**config.mk**
```make
export PLATFORM = sky130hd
export DESIGN_NAME = i2c_mem_arbiter
export DESIGN_NICKNAME = d
export VERILOG_FILES = /design/src/rtl/i2c_mem_arbiter.sv
export SDC_FILE = /design/constraint.sdc
export NUM_CORES = 1
export LEC_CHECK = 0
export ABC_CLOCK_PERIOD_IN_PS = 2000
export BUFFER_PORTS_ARGS = -buffer_cell sky130_fd_sc_hd__buf_2
export CAP_MARGIN = 20
export CORE_UTILIZATION = 46
export DETAILED_ROUTE_END_ITERATION = 6
export PLACE_DENSITY = 0.78
export SYNTH_ARGS = -nofsm -noshare
export SYNTH_HDL_FRONTEND = slang
export SYNTH_SLANG_ARGS = --single-unit
```
**constraint.sdc**
```tcl
create_clock -name clk -period 2 [get_ports clk]
set_clock_uncertainty 0.05 [all_clocks]
set_input_delay 0.1 -clock clk [delete_from_list [all_inputs] [get_ports clk]]
set_output_delay 0.1 -clock clk [all_outputs]
set_load 0.01 [all_outputs]
```
**src/rtl/i2c_mem_arbiter.sv**
```systemverilog
// Two-port arbiter in front of one single-port, synchronous-read register memory.
// Port A (I2C path) has priority; a bounded-wait counter guarantees port B progress.
module i2c_mem_arbiter #(
   parameter int AW       = 8,
   parameter int DW       = 8,
   parameter int MEM_LAT  = 1,
   parameter int MAX_WAIT = 4
) (
   input  logic          clk,
   input  logic          rst,
   input  logic          a_req,
   input  logic          a_we,
   input  logic [AW-1:0] a_addr,
   input  logic [DW-1:0] a_wdata,
   output logic          a_gnt,
   output logic          a_rvalid,
   output logic [DW-1:0] a_rdata,
   input  logic          b_req,
   input  logic          b_we,
   input  logic [AW-1:0] b_addr,
   input  logic [DW-1:0] b_wdata,
   output logic          b_gnt,
   output logic          b_rvalid,
   output logic [DW-1:0] b_rdata,
   output logic          mem_en,
   output logic          mem_we,
   output logic [AW-1:0] mem_addr,
   output logic [DW-1:0] mem_wdata,
   input  logic [DW-1:0] mem_rdata,
   output logic          busy
);

   localparam int LW = (MEM_LAT > 1) ? $clog2(MEM_LAT) : 1;
   localparam int WW = $clog2(MAX_WAIT + 1);

   typedef enum logic [1:0] {S_IDLE, S_ACCESS, S_WAIT, S_RESP} state_t;
   typedef enum logic {OWN_A, OWN_B} owner_t;

   state_t          state_q,    state_d;
   owner_t          owner_q,    owner_d;
   logic            we_q,       we_d;
   logic [AW-1:0]   addr_q,     addr_d;
   logic [DW-1:0]   wdata_q,    wdata_d;
   logic [WW-1:0]   wait_cnt_q, wait_cnt_d;
   logic [LW-1:0]   lat_cnt_q,  lat_cnt_d;
   logic [DW-1:0]   a_rdata_q,  a_rdata_d;
   logic [DW-1:0]   b_rdata_q,  b_rdata_d;
   logic            pick_b;

   // B wins when alone, or when it has already lost MAX_WAIT arbitrations in a row.
   assign pick_b = b_req && (!a_req || (wait_cnt_q == WW'(MAX_WAIT)));

   // NOTE: non-blocking assignments so every register updates from pre-edge values.
   always_ff @(posedge clk) begin
      if (rst) begin
         state_q    <= S_IDLE;
         owner_q    <= OWN_A;
         we_q       <= 1'b0;
         addr_q     <= '0;
         wdata_q    <= '0;
         wait_cnt_q <= '0;
         lat_cnt_q  <= '0;
         a_rdata_q  <= '0;
         b_rdata_q  <= '0;
      end else begin
         state_q    <= state_d;
         owner_q    <= owner_d;
         we_q       <= we_d;
         addr_q     <= addr_d;
         wdata_q    <= wdata_d;
         wait_cnt_q <= wait_cnt_d;
         lat_cnt_q  <= lat_cnt_d;
         a_rdata_q  <= a_rdata_d;
         b_rdata_q  <= b_rdata_d;
      end
   end

   // NOTE: every _d gets its hold value first, so no path through the case infers a latch.
   always_comb begin
      state_d    = state_q;
      owner_d    = owner_q;
      we_d       = we_q;
      addr_d     = addr_q;
      wdata_d    = wdata_q;
      wait_cnt_d = wait_cnt_q;
      lat_cnt_d  = lat_cnt_q;
      a_rdata_d  = a_rdata_q;
      b_rdata_d  = b_rdata_q;
      unique case (state_q)
         S_IDLE: begin
            if (a_req || b_req) begin
               state_d = S_ACCESS;
               if (pick_b) begin
                  owner_d    = OWN_B;
                  we_d       = b_we;
                  addr_d     = b_addr;
                  wdata_d    = b_wdata;
                  wait_cnt_d = '0;
               end else begin
                  owner_d = OWN_A;
                  we_d    = a_we;
                  addr_d  = a_addr;
                  wdata_d = a_wdata;
                  if (b_req && (wait_cnt_q != WW'(MAX_WAIT))) begin
                     wait_cnt_d = wait_cnt_q + WW'(1);
                  end
               end
            end
         end
         S_ACCESS: begin
            if (we_q) begin
               state_d = S_IDLE;
            end else begin
               lat_cnt_d = LW'(MEM_LAT - 1);
               state_d   = S_WAIT;
            end
         end
         S_WAIT: begin
            if (lat_cnt_q == '0) begin
               if (owner_q == OWN_A) a_rdata_d = mem_rdata;
               else                  b_rdata_d = mem_rdata;
               state_d = S_RESP;
            end else begin
               lat_cnt_d = lat_cnt_q - LW'(1);
            end
         end
         S_RESP:  state_d = S_IDLE;
         default: state_d = S_IDLE;
      endcase
   end

   // Outputs decode the registered state; mem_* read as zero outside the access cycle.
   always_comb begin
      mem_en    = (state_q == S_ACCESS);
      mem_we    = mem_en && we_q;
      mem_addr  = mem_en ? addr_q  : '0;
      mem_wdata = mem_en ? wdata_q : '0;
      a_gnt     = mem_en && (owner_q == OWN_A);
      b_gnt     = mem_en && (owner_q == OWN_B);
      a_rvalid  = (state_q == S_RESP) && (owner_q == OWN_A);
      b_rvalid  = (state_q == S_RESP) && (owner_q == OWN_B);
      a_rdata   = a_rdata_q;
      b_rdata   = b_rdata_q;
      busy      = (state_q != S_IDLE);
   end

endmodule
```
### Word level (Yosys, flattened, before mapping)

Index checks and enable logic that the tools add are counted.

* reduce and logical (&&, ||, !) cells: 20
* bitwise gates (word level): 2
* equality and inequality tests: 8
* mux-type cells: 15
* $add $sub $neg: 2

Operators with widths (count)
* $mux 8: 4
* $reduce_and 3->1: 3
* $pmux 2 s4: 1
* $logic_and 1x1->1: 7
* $mux 2: 3
* $mux 3: 2
* $ne 2x2->1 const B: 3
* $reduce_and 2->1: 3
* $reduce_bool 2->1: 3
* $eq 2x2->1 const B: 2
* $mux 1: 4
* $add 3x1->3 const B: 1
* $eq 3x3->1 const B: 1
* $ne 3x3->1 const B: 1
* $eq 2x1->1 const B: 1
* $logic_not 2->1: 1
* $logic_or 1x1->1: 2
* $not 1->1: 2
* $pmux 1 s2: 1
* $logic_not 1->1: 1
* $sub 1x1->1 const B: 1

* flip-flop bits (word level): 40
* output and inout port bits: 39
* input port bits: 46

### Longest topological paths before layout

* word-level depth: 5
* mapped depth: 7
* mapped depth without buffers: 5

### Worst setup path before layout

OpenSTA, ideal clock, no wires.

* kind: reg-to-reg
* start point: register wait_cnt_q[0]
* end point: register wait_cnt_q[0]
* path slack: 0.514 ns
* buffers on the path: 1
* cell stages (with the launch flop): 7
* arrival time: 1.365 ns
* path through: dfxtp_1 > inv_1 > ha_1 > a21bo_2 > buf_6 > or3_1 > a21oi_1

* cells in the longest elaborated chain, start to end: 5
* elaborated cells between the ends (all ways): 10
* classes of those cells: add/sub: 1; eq/ne: 2; mux: 2; reduce/logical: 5

Ends and longest elaborated chain
* start: declaration: line 44 `logic [WW-1:0] wait_cnt_q, wait_cnt_d;`
* start signal: assignment: line 71 `wait_cnt_q <= wait_cnt_d;`
* branches (longest 5 deep; another with $add 3x1->3)

Parallel ways; which one is timed is not known. The select of a mux whose other input is x is not followed.
A chain may end at the register's enable or synchronous reset.

### Worst setup path in the final report

Ends and elaborated chain as after synthesis.

==> results.json <==
{
  "status": "completed",
  "yosysUniqueCellTypes": 32,
  "crit_path_start_kind": "flop",
  "grt_pass1_vias": 1610,
  "r2r_cells": 5,
  "clk_pin_slew_ns": 0.07,
  "drcViolationCount": 0,
  "layout_setup_ws_ns": 0.384,
  "preCtsSetupSlack_ns": 0.396,
  "clkLatencyLatePin_ns": 0.29,
  "cts.sinks": 39,
  "cp_slowest_stage_delay_ns": 0.39,
  "synthSimpleGateAreaFrac": 0.210,
  "cp-end-kind": "flop",
  "synth_top_family_by_area": "simple AND/OR/NAND/NOR gates",
  "postCtsSetupBuffers": 0,
  "chipHeight_um": 65.8,
  "max_slew_margin": 0.651,
  "synth.mux.area_fraction": 0.0908,
  "synth_top_cell_by_area": "dfxtp_1",
  "synthesis.area_mm2": 0.00187,
  "ant_nets": 0,
  "setup_viol_count_final": 0,
  "route.vias.total": 1810,
  "crit_fanout": 19,
  "post-synth-top-count-cell": "dfxtp_1",
  "highest_layer": "met4",
  "synthCells": 215,
  "portBuffers": 84,
  "place.gp.congestion": 0.800,
  "cts_made_buffers": 5,
  "grtUsageTotal": 0.223,
  "final_hold_viol_count": 0,
  "final_layout_size_suffix_gt1_frac": 0.356,
  "yosysWarningCount": 0,
  "fp.coreArea_mm2": 0.00377,
  "io_pins": 85,
  "power_density_mw_per_mm2": 821,
  "ys.flop_type": "dfxtp_1",
  "cp_slowest_cell": "or3_1",
  "async_flop_share": 0,
  "grt_pass1_wl_um": 7290,
  "crit_required_ns": 2.17,
  "drt-met1-wl_um": 1990,
  "rows": 22,
  "antenna_found_initial": 0,
  "fillCellCount": 330,
  "ys_seq_elements": 39,
  "routed_via_density": 5.28,
  "rsz0062_at_grt": "false",
  "firstDrtPassIters": 4,
  "cts_max_path_buffers": 2,
  "synthXorXnorAreaFrac": 0.00468,
  "tightest_slew_ns": 0.522,
  "wl_per_cell_um": 12.8,
  "ys_seq_area_frac": 0.417,
  "synthTopCellsByCount": "dfxtp_1, nor2_1, a21oi_1",
  "peakVddDrop_v": 0.000401,
  "drv_slew": 0,
  "dp_cells": 334,
  "critical_path_class": "reg -> reg",
  "cts_tree": "done",
  "crit_arrival_ns": 1.79,
  "synth_top_area_share": 0.417,
  "synth_fa_ha_area_frac": 0.0134,
  "synth_edf_count": 0,
  "hold_path_class": "in -> reg",
  "num_antenna_cells": 0,
  "first_iter_violations": 107,
  "synthToLayoutAreaGrowth_pct": 30.1,
  "initial_core_util": 0.497,
  "syn_area_per_cell_um2": 8.71,
  "grt_overflow": 0,
  "fin_crit_ns": 1.62,
  "wl_met3_um": 266,
  "synth_compound_area_frac": 0.192,
  "p_leak_nw": 1.18,
  "route.met2.wl_um": 2070,
  "drv_cap": 0,
  "whs_ns": 0.00823,
  "post_layout_nonfiller_instances": 343,
  "cp_cell_sequence": "inv_1 > ha_1 > a21bo_2 > or3_1 > a21oi_1",
  "die_x_um": 65.8,
  "dp_hpwl_um": 3150,
  "hold_depth": 3,
  "htreeDepth": 2,
  "wl_um": 4400,
  "finalSetupTns_ns": 0,
  "synth.area.top_cells": "dfxtp_1, mux2i_1, a311oi_1",
  "grt_start_max_net_pins": 29,
  "cts-root-buf": "clkbuf_8",
  "final_nets": 342,
  "synth_nets": 263,
  "clock.fmax_mhz": 619,
  "fin_crit_sh": 0.808,
  "die-area_mm2": 0.00433
}
## critical path: cells and delay by family (launching register included)
kind / cells / cell delay, ns
AO/OA/AOI/OAI: 2 / 0.46
AND/OR/NAND/NOR: 1 / 0.39
flip-flops: 1 / 0.37
adder cells (fa/ha/maj): 1 / 0.22
buffers and inverters: 1 / 0.06
## metal layers
| layer | global-route usage | up-vias |
|---|---|---|
| met1 | 0.291 | 822 |
| li1 | - | 920 |
| met4 | 0.111 | 0 |
| met5 | 0 | - |
| met2 | 0.335 | 62 |
| met3 | 0.0586 | 6 |
## worst paths after layout
check	slack, ns	end	start
max reg2reg	0.38	wait_cnt_q[0]	wait_cnt_q[0]
min reg2reg	0.44	wait_cnt_q[1]	wait_cnt_q[1]
max	0.38	wait_cnt_q[0]	wait_cnt_q[0]
min	0.008	b_rdata[0]	mem_rdata[0]
## kinds of logic after synthesis
logic type      Yosys count
simple gates             74
compound gates           57
flops                    39
buf+inv                  25
mux                      17
fa+ha+maj                 2
xor+xnor                  1
## flip-flops by register name, summed over array words and instances, names as in the netlist, named ones only
signal / flops
a_rdata: 8
addr_q: 8
b_rdata: 8
owner_q: 1
state_q: 1
wait_cnt_q: 3
wdata_q: 8
we_q: 1
## placed cells by master (no fill, tap or decap), drive strengths merged, types with 2 or more instances in the layout
cell | netlist | layout
inv | 4 | 4
nor2b | 2 | 2
a311oi | 17 | 17
clkbuf | 7 | 6
buf | 14 | 92
bufinv | 0 | 2
nand2 | 3 | 3
mux2i | 17 | 17
dfxtp | 39 | 39
ha | 2 | 2
a21oi | 20 | 20
nand3 | 18 | 18
and2 | 18 | 18
nor2 | 23 | 23
o21ai | 18 | 18
## report_power, final
group	internal, W	switching [W]	total (W)
Sequential	0.000838	0.0000387	0.000876
Clock	0.000498	0.000269	0.000767
Combinational	0.000164	0.000194	0.000357
Total	0.00150	0.000501	0.00200
## repair_timing
action / CTS / global route
endpoints found under the hold margin: 1 / 0
hold buffers: 1 / 0
resized for setup: 0 / 0
## layout make-up
class / count / area [µm²] / area share
inverters: 4 / 15.0 / 0.00616
multi-input cells: 151 / 957 / 0.393
flip-flops and latches: 39 / 781 / 0.320
clock buffers: 6 / 72.6 / 0.0298
repair buffers: 93 / 490 / 0.201
well taps: 48 / 60.1 / 0.0247
clock inverters: 2 / 60.1 / 0.0247
## through the flow
step,total power [W],cell area (µm²),utilization
after floorplan,0.00113,1870,-
after global placement,0.00124,2290,0.608
after detailed placement,0.00125,2290,0.608
after CTS,0.00201,2440,0.646
after global routing,0.00210,2440,0.646
final,0.00200,2440,0.646
Note: power is estimated with default switching activity, not from simulation.
